<file path="src/rtl/cs_address_sequencer.sv">
// Microprogram sequencer: owns the control-store address register, produces the
// CSAR+1 and branch-select inputs of the address mux, and stalls on memory accesses.
module cs_address_sequencer #(
  parameter int Direction_BUS_WIDTH = 11,
  parameter int Cond_BUS_WIDTH      = 3,
  parameter int Selection_BUS_WIDTH = 2
) (
  input  logic                           CS_Address_Sequencer_CLOCK_50,
  input  logic                           CS_Address_Sequencer_RESET_InHigh,
  input  logic                           CS_Address_Sequencer_Start_IN,
  input  logic                           CS_Address_Sequencer_Halt_IN,
  input  logic [Direction_BUS_WIDTH-1:0] CS_Address_Sequencer_Address_IN,
  input  logic [Cond_BUS_WIDTH-1:0]      CS_Address_Sequencer_Cond_IN,
  input  logic [3:0]                     CS_Address_Sequencer_Flags_IN,
  input  logic                           CS_Address_Sequencer_IR13_IN,
  input  logic                           CS_Address_Sequencer_MemReq_IN,
  input  logic                           CS_Address_Sequencer_MemDone_IN,
  output logic [Direction_BUS_WIDTH-1:0] CS_Address_Sequencer_CSAR_OUT,
  output logic [Direction_BUS_WIDTH-1:0] CS_Address_Sequencer_Next_OUT,
  output logic [Selection_BUS_WIDTH-1:0] CS_Address_Sequencer_Selection_OUT,
  output logic                           CS_Address_Sequencer_Running_OUT,
  output logic                           CS_Address_Sequencer_Waiting_OUT
);

  typedef enum logic [1:0] {
    S_IDLE = 2'd0,
    S_RUN  = 2'd1,
    S_WAIT = 2'd2
  } state_t;

  localparam logic [Selection_BUS_WIDTH-1:0] SEL_NEXT   = Selection_BUS_WIDTH'(0);
  localparam logic [Selection_BUS_WIDTH-1:0] SEL_JUMP   = Selection_BUS_WIDTH'(1);
  localparam logic [Selection_BUS_WIDTH-1:0] SEL_DECODE = Selection_BUS_WIDTH'(2);

  state_t                         state_q, state_d;
  logic [Direction_BUS_WIDTH-1:0] csar_q, csar_d;

  logic flag_n, flag_z, flag_v, flag_c;
  assign {flag_n, flag_z, flag_v, flag_c} = CS_Address_Sequencer_Flags_IN;

  always_ff @(posedge CS_Address_Sequencer_CLOCK_50) begin
    if (CS_Address_Sequencer_RESET_InHigh) begin
      state_q <= S_IDLE;
      csar_q  <= '0;
    end else begin
      state_q <= state_d;
      csar_q  <= csar_d;
    end
  end

  // Halt outranks memory handshakes in both RUN and WAIT; a late MemDone is dropped.
  always_comb begin
    state_d = state_q;
    csar_d  = csar_q;
    unique case (state_q)
      S_IDLE: begin
        if (CS_Address_Sequencer_Start_IN) state_d = S_RUN;
      end
      S_RUN: begin
        if (CS_Address_Sequencer_Halt_IN) begin
          state_d = S_IDLE;
        end else if (CS_Address_Sequencer_MemReq_IN && !CS_Address_Sequencer_MemDone_IN) begin
          state_d = S_WAIT;
        end else begin
          csar_d = CS_Address_Sequencer_Address_IN;
        end
      end
      S_WAIT: begin
        if (CS_Address_Sequencer_Halt_IN) begin
          state_d = S_IDLE;
        end else if (CS_Address_Sequencer_MemDone_IN) begin
          state_d = S_RUN;
          csar_d  = CS_Address_Sequencer_Address_IN;
        end
      end
      default: begin
        state_d = S_IDLE;
      end
    endcase
  end

  always_comb begin
    CS_Address_Sequencer_Selection_OUT = SEL_NEXT;
    unique case (CS_Address_Sequencer_Cond_IN)
      3'd1: if (flag_n) CS_Address_Sequencer_Selection_OUT = SEL_JUMP;
      3'd2: if (flag_z) CS_Address_Sequencer_Selection_OUT = SEL_JUMP;
      3'd3: if (flag_v) CS_Address_Sequencer_Selection_OUT = SEL_JUMP;
      3'd4: if (flag_c) CS_Address_Sequencer_Selection_OUT = SEL_JUMP;
      3'd5: if (CS_Address_Sequencer_IR13_IN) CS_Address_Sequencer_Selection_OUT = SEL_JUMP;
      3'd6: CS_Address_Sequencer_Selection_OUT = SEL_JUMP;
      3'd7: CS_Address_Sequencer_Selection_OUT = SEL_DECODE;
      default: CS_Address_Sequencer_Selection_OUT = SEL_NEXT;
    endcase
  end

  assign CS_Address_Sequencer_CSAR_OUT    = csar_q;
  assign CS_Address_Sequencer_Next_OUT    = csar_q + Direction_BUS_WIDTH'(1);
  assign CS_Address_Sequencer_Running_OUT = (state_q == S_RUN);
  assign CS_Address_Sequencer_Waiting_OUT = (state_q == S_WAIT);

endmodule

</file>
<file path="config.mk">
export PLATFORM = sky130hd
export DESIGN_NAME = cs_address_sequencer
export DESIGN_NICKNAME = d
export VERILOG_FILES = /design/src/rtl/cs_address_sequencer.sv
export SDC_FILE = /design/constraint.sdc
export NUM_CORES = 1
export LEC_CHECK = 0
export CAP_MARGIN = 20
export CORE_MARGIN = 2
export CORE_UTILIZATION = 36
export DETAILED_ROUTE_END_ITERATION = 10
export PLACE_DENSITY_LB_ADDON = 0.25
export SLEW_MARGIN = 10
export SYNTH_ARGS = -nofsm -noshare
export SYNTH_HDL_FRONTEND = slang
export SYNTH_SLANG_ARGS = --single-unit
</file>
<file path="constraint.sdc">
create_clock -name CS_Address_Sequencer_CLOCK_50 -period 1.7 [get_ports CS_Address_Sequencer_CLOCK_50]
set_input_delay 0.255 -clock CS_Address_Sequencer_CLOCK_50 [delete_from_list [all_inputs] [get_ports CS_Address_Sequencer_CLOCK_50]]
set_output_delay 0.255 -clock CS_Address_Sequencer_CLOCK_50 [all_outputs]
set_load 0.005 [all_outputs]
</file>
### Word level (Yosys, flattened, before mapping)

Cells that the tools add are included.

* bits in registers: 13
* bits of input ports: 25
* output and inout bits: 26
* word-level logic and storage cells: 42

* $add $sub $neg: 1
* equal/unequal tests: 16
* muxes and demuxes: 17
* reductions and logical operators: 6

Operators with widths (number)
* 2-to-1 mux 11 bit: 4
* case mux 11 bit (2 select lines): 1
* case mux 2 bit (7 select lines): 1
* equality test 3 bit (second input constant): 4
* adder 11 x 1 -> 11 bit (second input constant): 1
* 2-to-1 mux 2 bit: 5
* != test 2 bit (second input constant): 5
* equality test 3 x 2 -> 1 bit (second input constant): 2
* case mux 2 bit (3 select lines): 1
* 2-to-1 mux 1 bit: 5
* AND reduction 5 bit: 1
* equality test 3 x 1 -> 1 bit (second input constant): 1
* != test 3 x 2 -> 1 bit (second input constant): 1
* != test 3 bit (second input constant): 1
* AND reduction 3 bit: 1
* equality test 2 x 1 -> 1 bit (second input constant): 1
* equality test 2 bit (second input constant): 1
* zero test 2 bit: 1
* nonzero test 2 bit: 1
* logical AND 1 bit: 1
* zero test 1 bit: 1

### Logic depth before layout (Yosys ltp)

Gate-level depths: netlist of run 1.

* depth after elaboration: 5
* depth in mapped cells: 5
* mapped depth without buffers: 5

### Worst setup path before layout of run 1

No wires, ideal clock.

* path kind: flip-flop to output port
* start: reg csar_q[0] (netlist: CS_Address_Sequencer_CSAR_OUT[0])
* end: out CS_Address_Sequencer_Next_OUT[8]
* arrival: 1.088 ns
* data required time: 1.445 ns
* slack: 0.357 ns
* stages on the path, launching flop included: 6
* path buffers: 0
* cells stage by stage: dfxtp_1 > ha_1 > inv_1 > nor2_1 > nand3_1 > xnor2_1

* longest elaborated chain between the ends: 1

RTL lines
* start, declared: line 36 `logic [Direction_BUS_WIDTH-1:0] csar_q, csar_d;`
* start signal, assigned: line 47 `csar_q <= csar_d;`
* adder 11 x 1 -> 11 bit: line 97 `assign CS_Address_Sequencer_Next_OUT = csar_q + Direction_BUS_WIDTH'(1);`
* end, declared: line 19 `output logic [Direction_BUS_WIDTH-1:0] CS_Address_Sequencer_Next_OUT,`

No other way between the ends.

### Final worst setup path of run 1

* start: reg csar_q[2] (netlist: CS_Address_Sequencer_CSAR_OUT[2])
* end: out CS_Address_Sequencer_Next_OUT[8]

The elaborated chain is that of the path after synthesis.

==> reports/qor.csv, run 1 <==
stage;metric;value;unit
logic_synthesis;Ys Warns;0;
place;port buffer count;50;
place;placed insts;183;
logic_synthesis;flops & latches, synth;13;
cells_and_area;Fill cells;172;
cells_and_area;final instance area;0.00152;mm2
logic_synthesis;Synth area leader;dfxtp_1;
timing;fin. max-slew vios;0;
cells_and_area;Antenna Cells;0;
floorplan;Die Ht;52.1;um
floorplan;num rows;17;
worst_setup_path;RR Startpoint;state_q[1];
worst_setup_path;CP required;1.44;ns
timing;slew at the pin with the worst max-slew slack;0.237;ns
timing;fmax;585;MHz
timing;# setup viols final;1;
timing;worst hold margin;0.519;ns
clocking;TritonCTS clock tree;yes;
logic_synthesis;Synth top area share;31.3;%
timing;Final Hold Fails;0;
worst_setup_path;Critical Path, Cell by Cell;nand4_1 > buf_4 > nor2_4 > nand3_2 > xnor2_1 > buf_2;
global_routing;Total GRT Usage;18.7;%
place;pre-CTS WS;-0.247;ns
min_path;worst hold path type;flip-flop to flip-flop;
logic_synthesis;ranking of synthesized cells by area;dfxtp_1 31%, nand2b_1 17%, mux2i_1 14%;
clocking;CTS Buf Count;3;
detailed_routing;final WL;2370;um
logic_synthesis;register area share after synthesis;31.3;%
worst_setup_path;CP top delay family;simple AND/OR/NAND/NOR gates;
timing;worst relative slew slack;84.0;%
worst_setup_path;Setup crit start;CS_Address_Sequencer_CSAR_OUT[2];
worst_setup_path;Crit Path Class;flip-flop to output port;
worst_setup_path;CP max stage delay;0.33;ns
clocking;Worst-path clk slew;0.08;ns
logic_synthesis;Post-Synthesis Cells;94;
timing;part of the cycle the worst path needs;101;%
power;PwrDens;466;mW/mm2
logic_synthesis;mapped cell area;832;um2
floorplan;Die X;52.1;um
detailed_routing;Avg Vias per Cell;4.67;
global_routing;vias in the first global route;857;
run_status;violated checks;setup timing;
logic_synthesis;Post-synth ARST share;0;%
cells_and_area;fin cells;191;
global_routing;global-route wire length before repair;3740;um
clocking;Root Driver;clkbuf_4;
worst_setup_path;Crit. End Element;output port;
worst_setup_path;slowest stage cell, crit path;dfxtp_2;
clocking;Sink Count;13;
logic_synthesis;Netlist cell types;26;
job;# Max-Cap Violations;0;
cells_and_area;multi-input logic area;579;um2
worst_setup_path;CP Buf/Inv Count;2;
floorplan;Top-Level Pins;51;
detailed_routing;drt first pass iters;4;
worst_setup_path;critical path startpoint category;flip-flop;
global_routing;total grt overflow;0;
logic_synthesis;Post-synth EDFFs;0;
detailed_routing;Iter 0 DRT Violations;14;
floorplan;core footprint;0.00219;mm2
cells_and_area;Post-Route Utilization;69.4;%
place;DP Area;0.00145;mm2
place;post-detail-place hpwl;1730;um
clocking;hold buffer count at CTS;0;
global_routing;largest net degree at the start of global routing;25;
clocking;worst-skew pair later-pin latency;0.28;ns
floorplan;Starting Density;38.0;%
clocking;htree depth;1;
timing;RSZ-0062 raised after global routing;yes;
cells_and_area;register area;268;um2
cells_and_area;NumNets Final;190;
cells_and_area;area grow syn2layout;82.9;%
logic_synthesis;syn_nets;120;
run_status;status;finished, violations left;
floorplan;Die ar.;0.00271;mm2
timing;Layout Skew;0.00355;ns
detailed_routing;vias;892;
timing;Setup WS post-layout;-0.00970;ns
detailed_routing;Final ANT Viol Nets;0;
power;total power;0.709;mW
global_routing;antenna violations before repair;0;
timing;min cycle time layout;1.71;ns
detailed_routing;Routed wire per std cell;12.4;um
power;P_leak;0.647;nW
worst_setup_path;Arr. time, crit path;1.45;ns
worst_setup_path;CP Max Fanout;3;
logic_synthesis;post-synthesis area per instance;8.85;um2
clocking;clk buf depth;2;
power;maximum VDD drop;0.360;mV
detailed_routing;DRC Markers;0;
cells_and_area;share of post-route cells with drive strength above 1;27.0;%
logic_synthesis;Synth Flop Type;dfxtp_1;
timing;setup_tns;-0.00970;ns
place;placer's final routability congestion estimate;0.685;
min_path;hold wc startpoint;CS_Address_Sequencer_CSAR_OUT[10];
-- cell usage after synthesis, types with 2 or more instances --
cell	n
nand3b_1	3
xnor2_1	5
a21oi_1	3
nor2_1	4
nand2b_1	22
nand2b_2	2
xor2_1	4
dfxtp_1	13
nand4_1	3
clkbuf_1	2
nand3_1	3
nand2_1	4
inv_1	2
mux2i_1	12
-- power breakdown --
| part | internal (mW) | switching (mW) |
|---|---|---|
| logic | 0.125 | 0.0641 |
| clock network | 0.0909 | 0.106 |
| registers | 0.316 | 0.00755 |
| total | 0.532 | 0.178 |
-- timing repair --
item | in CTS | in global routing
gates resized for setup | 30 | 16
buffers inserted | 5 | 0
endpoints found under the setup margin | 11 | 9
pin swaps | 9 | 8
-- cells by family (layout without fill, tap and decap cells) --
kind of cell / after synthesis / in the layout / synth area share [%]
flip-flops: 13 / 13 / 31.3
buffers and inverters: 5 / 74 / 3.16
adder cells (fa/ha/maj): 1 / 1 / 1.50
multiplexers: 12 / 12 / 14.4
AO/OA/AOI/OAI: 7 / 7 / 5.71
AND/OR/NAND/NOR: 47 / 47 / 34.4
XOR/XNOR: 9 / 9 / 9.47
-- cells in the final DEF (no fill, tap or decap), types with 2 or more instances in the layout --
cell type / instances
nand2_1: 4
buf_2: 6
nand3_2: 2
mux2i_1: 12
clkbuf_4: 3
inv_1: 2
nand3b_1: 3
clkdlybuf4s50_1: 37
dfxtp_1: 7
dfxtp_2: 6
nand2b_2: 2
xnor2_1: 5
xor2_1: 4
dlygate4sd2_1: 4
buf_4: 18
nand2b_1: 22
nor2_2: 3
nand4_1: 3
dlymetal6s2s_1: 2
a21oi_1: 3
-- flip-flops by register name (all words and copies together), names as in the netlist --
name	flops
CS_Address_Sequencer_CSAR_OUT	11
state_q	2
-- per-layer routing --
metal	share of wire [%]	routed length [um]	GRT usage (%)	up-vias
li1	-	-	-	455
met3	4.7	112	2.87	2
met1	44	1050	22.3	413
met2	50	1200	32.9	22
met4	0.59	14	7.89	0
met5	0	0	0	-
-- cell type report --
type | instances | area share (%)
Timing Repair Buffer | 68 | 39.8
Clock buffer | 4 | 1.73
Multi-Input combinational cell | 76 | 38.1
Inverter | 2 | 0.493
Tap cell | 28 | 2.30
Sequential cell | 13 | 17.6
-- worst min-delay path, delay by kind of cell (launching register included) --
family	cells	cell delay [ns]
DFF	1	0.35
and+or+nand+nor	1	0.07
muxes	1	0.06
-- worst paths after layout --
| kind | endpoint | slack (ns) | depth (start not counted) |
|---|---|---|---|
| worst max-delay path | CS_Address_Sequencer_Next_OUT[8] | -0.01 | 6 |
| worst min register to register | CS_Address_Sequencer_CSAR_OUT[10] | 0.52 | 2 |
| worst max register to register | CS_Address_Sequencer_CSAR_OUT[0] | 0.50 | 5 |
| worst min-delay path | CS_Address_Sequencer_CSAR_OUT[10] | 0.52 | 2 |
Note: power is estimated with default switching activity, not from simulation.
==> inputs of run 2 (changes only) <==
SETUP_SLACK_MARGIN = 0.05   (was default)
==> reports/qor.csv, run 2 (synthesized netlist as in run 1, its figures left out) <==
stage;metric;value;unit;change
worst_setup_path;CP Buf/Inv Count;2;;unchanged
worst_setup_path;RR Startpoint;state_q[1];;
worst_setup_path;Crit. End Element;output port;;
worst_setup_path;Worst R2R End;CS_Address_Sequencer_CSAR_OUT[0];;
cells_and_area;Antenna Cells;0;;unchanged
cells_and_area;multi-input logic area;591;um2;+1.9%
detailed_routing;Avg Vias per Cell;4.63;;-0.97%
worst_setup_path;critical path startpoint category;flip-flop;;
worst_setup_path;CP required;1.44;ns;about the same
clocking;Worst-path clk slew;0.08;ns;about the same
min_path;hold wc startpoint;CS_Address_Sequencer_CSAR_OUT[10];;
cells_and_area;final instance area;0.00153;mm2;+0.58%
timing;# setup viols final;1;;unchanged
timing;Setup WS post-layout;-0.0139;ns;-0.00421 ns
timing;slew at the pin with the worst max-slew slack;0.233;ns;-0.00428 ns
timing;worst relative slew slack;84.3;%;+0.29 points
worst_setup_path;Crit Path Class;flip-flop to output port;;
place;post-detail-place hpwl;1730;um;unchanged
global_routing;global-route wire length before repair;3740;um;unchanged
clocking;TritonCTS clock tree;yes;;
floorplan;Die ar.;0.00271;mm2;unchanged
min_path;worst hold path type;flip-flop to flip-flop;;
min_path;WHS Path Cells;2;;unchanged
timing;RSZ-0062 raised after global routing;yes;;
min_path;hold path endpoint;CS_Address_Sequencer_CSAR_OUT[10];;
clocking;CTS Buf Count;3;;unchanged
cells_and_area;share of post-route cells with drive strength above 1;29.9;%;+2.9 points
cells_and_area;max reg flops;11;;unchanged
cells_and_area;commonest non-fill, non-tap cells in the layout;36 x clkdlybuf4s50_1, 22 x nand2b_1, 19 x buf_4;;
power;P_leak;0.666;nW;+3.0%
floorplan;Top-Level Pins;51;;unchanged
cells_and_area;register area;268;um2;unchanged
detailed_routing;DRC Markers;0;;unchanged
job;# Max-Cap Violations;0;;unchanged
global_routing;antenna violations before repair;0;;unchanged
floorplan;num rows;17;;unchanged
worst_setup_path;Critical Path, Cell by Cell;nand4_1 > buf_4 > nor2_4 > nand3_2 > xnor2_1 > buf_2;;
worst_setup_path;CP Max Fanout;3;;unchanged
timing;min cycle time layout;1.71;ns;+0.00421 ns
cells_and_area;area grow syn2layout;83.9;%;
cells_and_area;NumNets Final;191;;+0.53%
worst_setup_path;CP max stage delay;0.33;ns;about the same
worst_setup_path;slowest stage cell, crit path;dfxtp_2;;
clocking;Root Driver;clkbuf_4;;
detailed_routing;Final ANT Viol Nets;0;;unchanged
timing;fin. max-slew vios;0;;unchanged
detailed_routing;Routed wire per std cell;12.7;um;+2.5%
run_status;status;finished, violations left;;
detailed_routing;drt first pass iters;4;;unchanged
detailed_routing;final WL;2450;um;+3.1%
clocking;hold buffer count at CTS;0;;unchanged
power;total power;0.708;mW;-0.21%
global_routing;largest net degree at the start of global routing;25;;unchanged
global_routing;vias in the first global route;851;;-0.70%
global_routing;Total GRT Usage;18.4;%;-0.30 points
detailed_routing;vias;888;;-0.45%
worst_setup_path;reg2reg setup slack;0.41;ns;-0.09 ns
worst_setup_path;CP top delay family;simple AND/OR/NAND/NOR gates;;
place;placer's final routability congestion estimate;0.685;;unchanged
global_routing;total grt overflow;0;;unchanged
place;port buffer count;50;;unchanged
timing;Final Hold Fails;0;;unchanged
worst_setup_path;FF-to-FF path depth;6;;+1
clocking;htree depth;1;;unchanged
timing;Layout Skew;0.00684;ns;+0.00330 ns
clocking;worst-skew pair later-pin latency;0.27;ns;about the same
clocking;clk buf depth;2;;unchanged
cells_and_area;most common cell after layout, fill and taps aside;clkdlybuf4s50_1;;
timing;fmax;583;MHz;-0.25%
clocking;Sink Count;13;;unchanged
timing;part of the cycle the worst path needs;101;%;+0.25 points
worst_setup_path;Arr. time, crit path;1.46;ns;about the same
floorplan;core footprint;0.00219;mm2;unchanged
power;PwrDens;463;mW/mm2;-0.78%
power;maximum VDD drop;0.384;mV;+6.7%
floorplan;Starting Density;38.0;%;unchanged
run_status;violated checks;setup timing;;
place;DP Area;0.00145;mm2;unchanged
floorplan;Die X;52.1;um;unchanged
cells_and_area;Fill cells;175;;+1.7%
detailed_routing;Iter 0 DRT Violations;13;;-1
floorplan;Die Ht;52.1;um;unchanged
run 2: how the worst max path moves through the flow:
stage / startpoint / to / slack (ns) / cells past startpoint
2_1_floorplan: CS_Address_Sequencer_CSAR_OUT[0] / CS_Address_Sequencer_Next_OUT[8] / 0.36 / 5
3_3_place_gp: CS_Address_Sequencer_Cond_IN[1] / CS_Address_Sequencer_Selection_OUT[0] / -0.22 / 6
3_5_place_dp: CS_Address_Sequencer_Cond_IN[1] / CS_Address_Sequencer_Selection_OUT[0] / -0.25 / 6
4_1_cts: CS_Address_Sequencer_CSAR_OUT[3] / CS_Address_Sequencer_Next_OUT[8] / -0.06 / 6
5_1_grt: CS_Address_Sequencer_CSAR_OUT[5] / CS_Address_Sequencer_Next_OUT[8] / -0.13 / 6
6_report: CS_Address_Sequencer_CSAR_OUT[2] / CS_Address_Sequencer_Next_OUT[8] / -0.01 / 6
run 2: timing repair:
| item | CTS | global route |
|---|---|---|
| resized for setup | 38 | 13 |
| setup buffers | 5 | 1 |
| pin swaps | 10 | 6 |
| setup endpoints to repair | 12 | 10 |
run 2: where the power goes:
part	switching, mW	internal (mW)
logic	0.0651	0.124
clock network	0.104	0.0907
registers	0.00803	0.316
total	0.177	0.531
run 2: worst reg2reg max path: stages, from the launching register on:
cell     delay, ns
dfxtp_1       0.37
nor2b_4       0.18
buf_4         0.12
a22oi_2       0.07
nor2_2        0.10
buf_4         0.18
mux2i_1       0.20
run 2: layer usage:
layer	vias to the layer above	part of all wire (%)	GRT usage (%)
met2	22	51	32.3
met5	-	0	0
li1	457	-	-
met3	2	4.7	2.87
met4	0	0.57	5.26
met1	407	44	23.0
run 2: metrics by stage:
stage               worst slack (ns)  util (%)  hold slack, ns  TNS [ns]  cells
finish                       -0.0139      69.8           0.519   -0.0139    192
global route                  -0.131      69.8           0.553    -0.415    192
CTS                          -0.0644      69.3           0.533   -0.0644    191
detailed placement            -0.247      66.4           0.506    -0.392    183
global placement              -0.216      66.4           0.498    -0.310    183
floorplan                      0.357         -           0.333         0     94
run 2: layout make-up:
| type | count | area share, % |
|---|---|---|
| Inverter | 2 | 0.491 |
| Multi-Input combinational cell | 76 | 38.6 |
| Clock buffer | 4 | 1.72 |
| Tap cell | 28 | 2.29 |
| Sequential cell | 13 | 17.5 |
| Timing Repair Buffer | 69 | 39.4 |
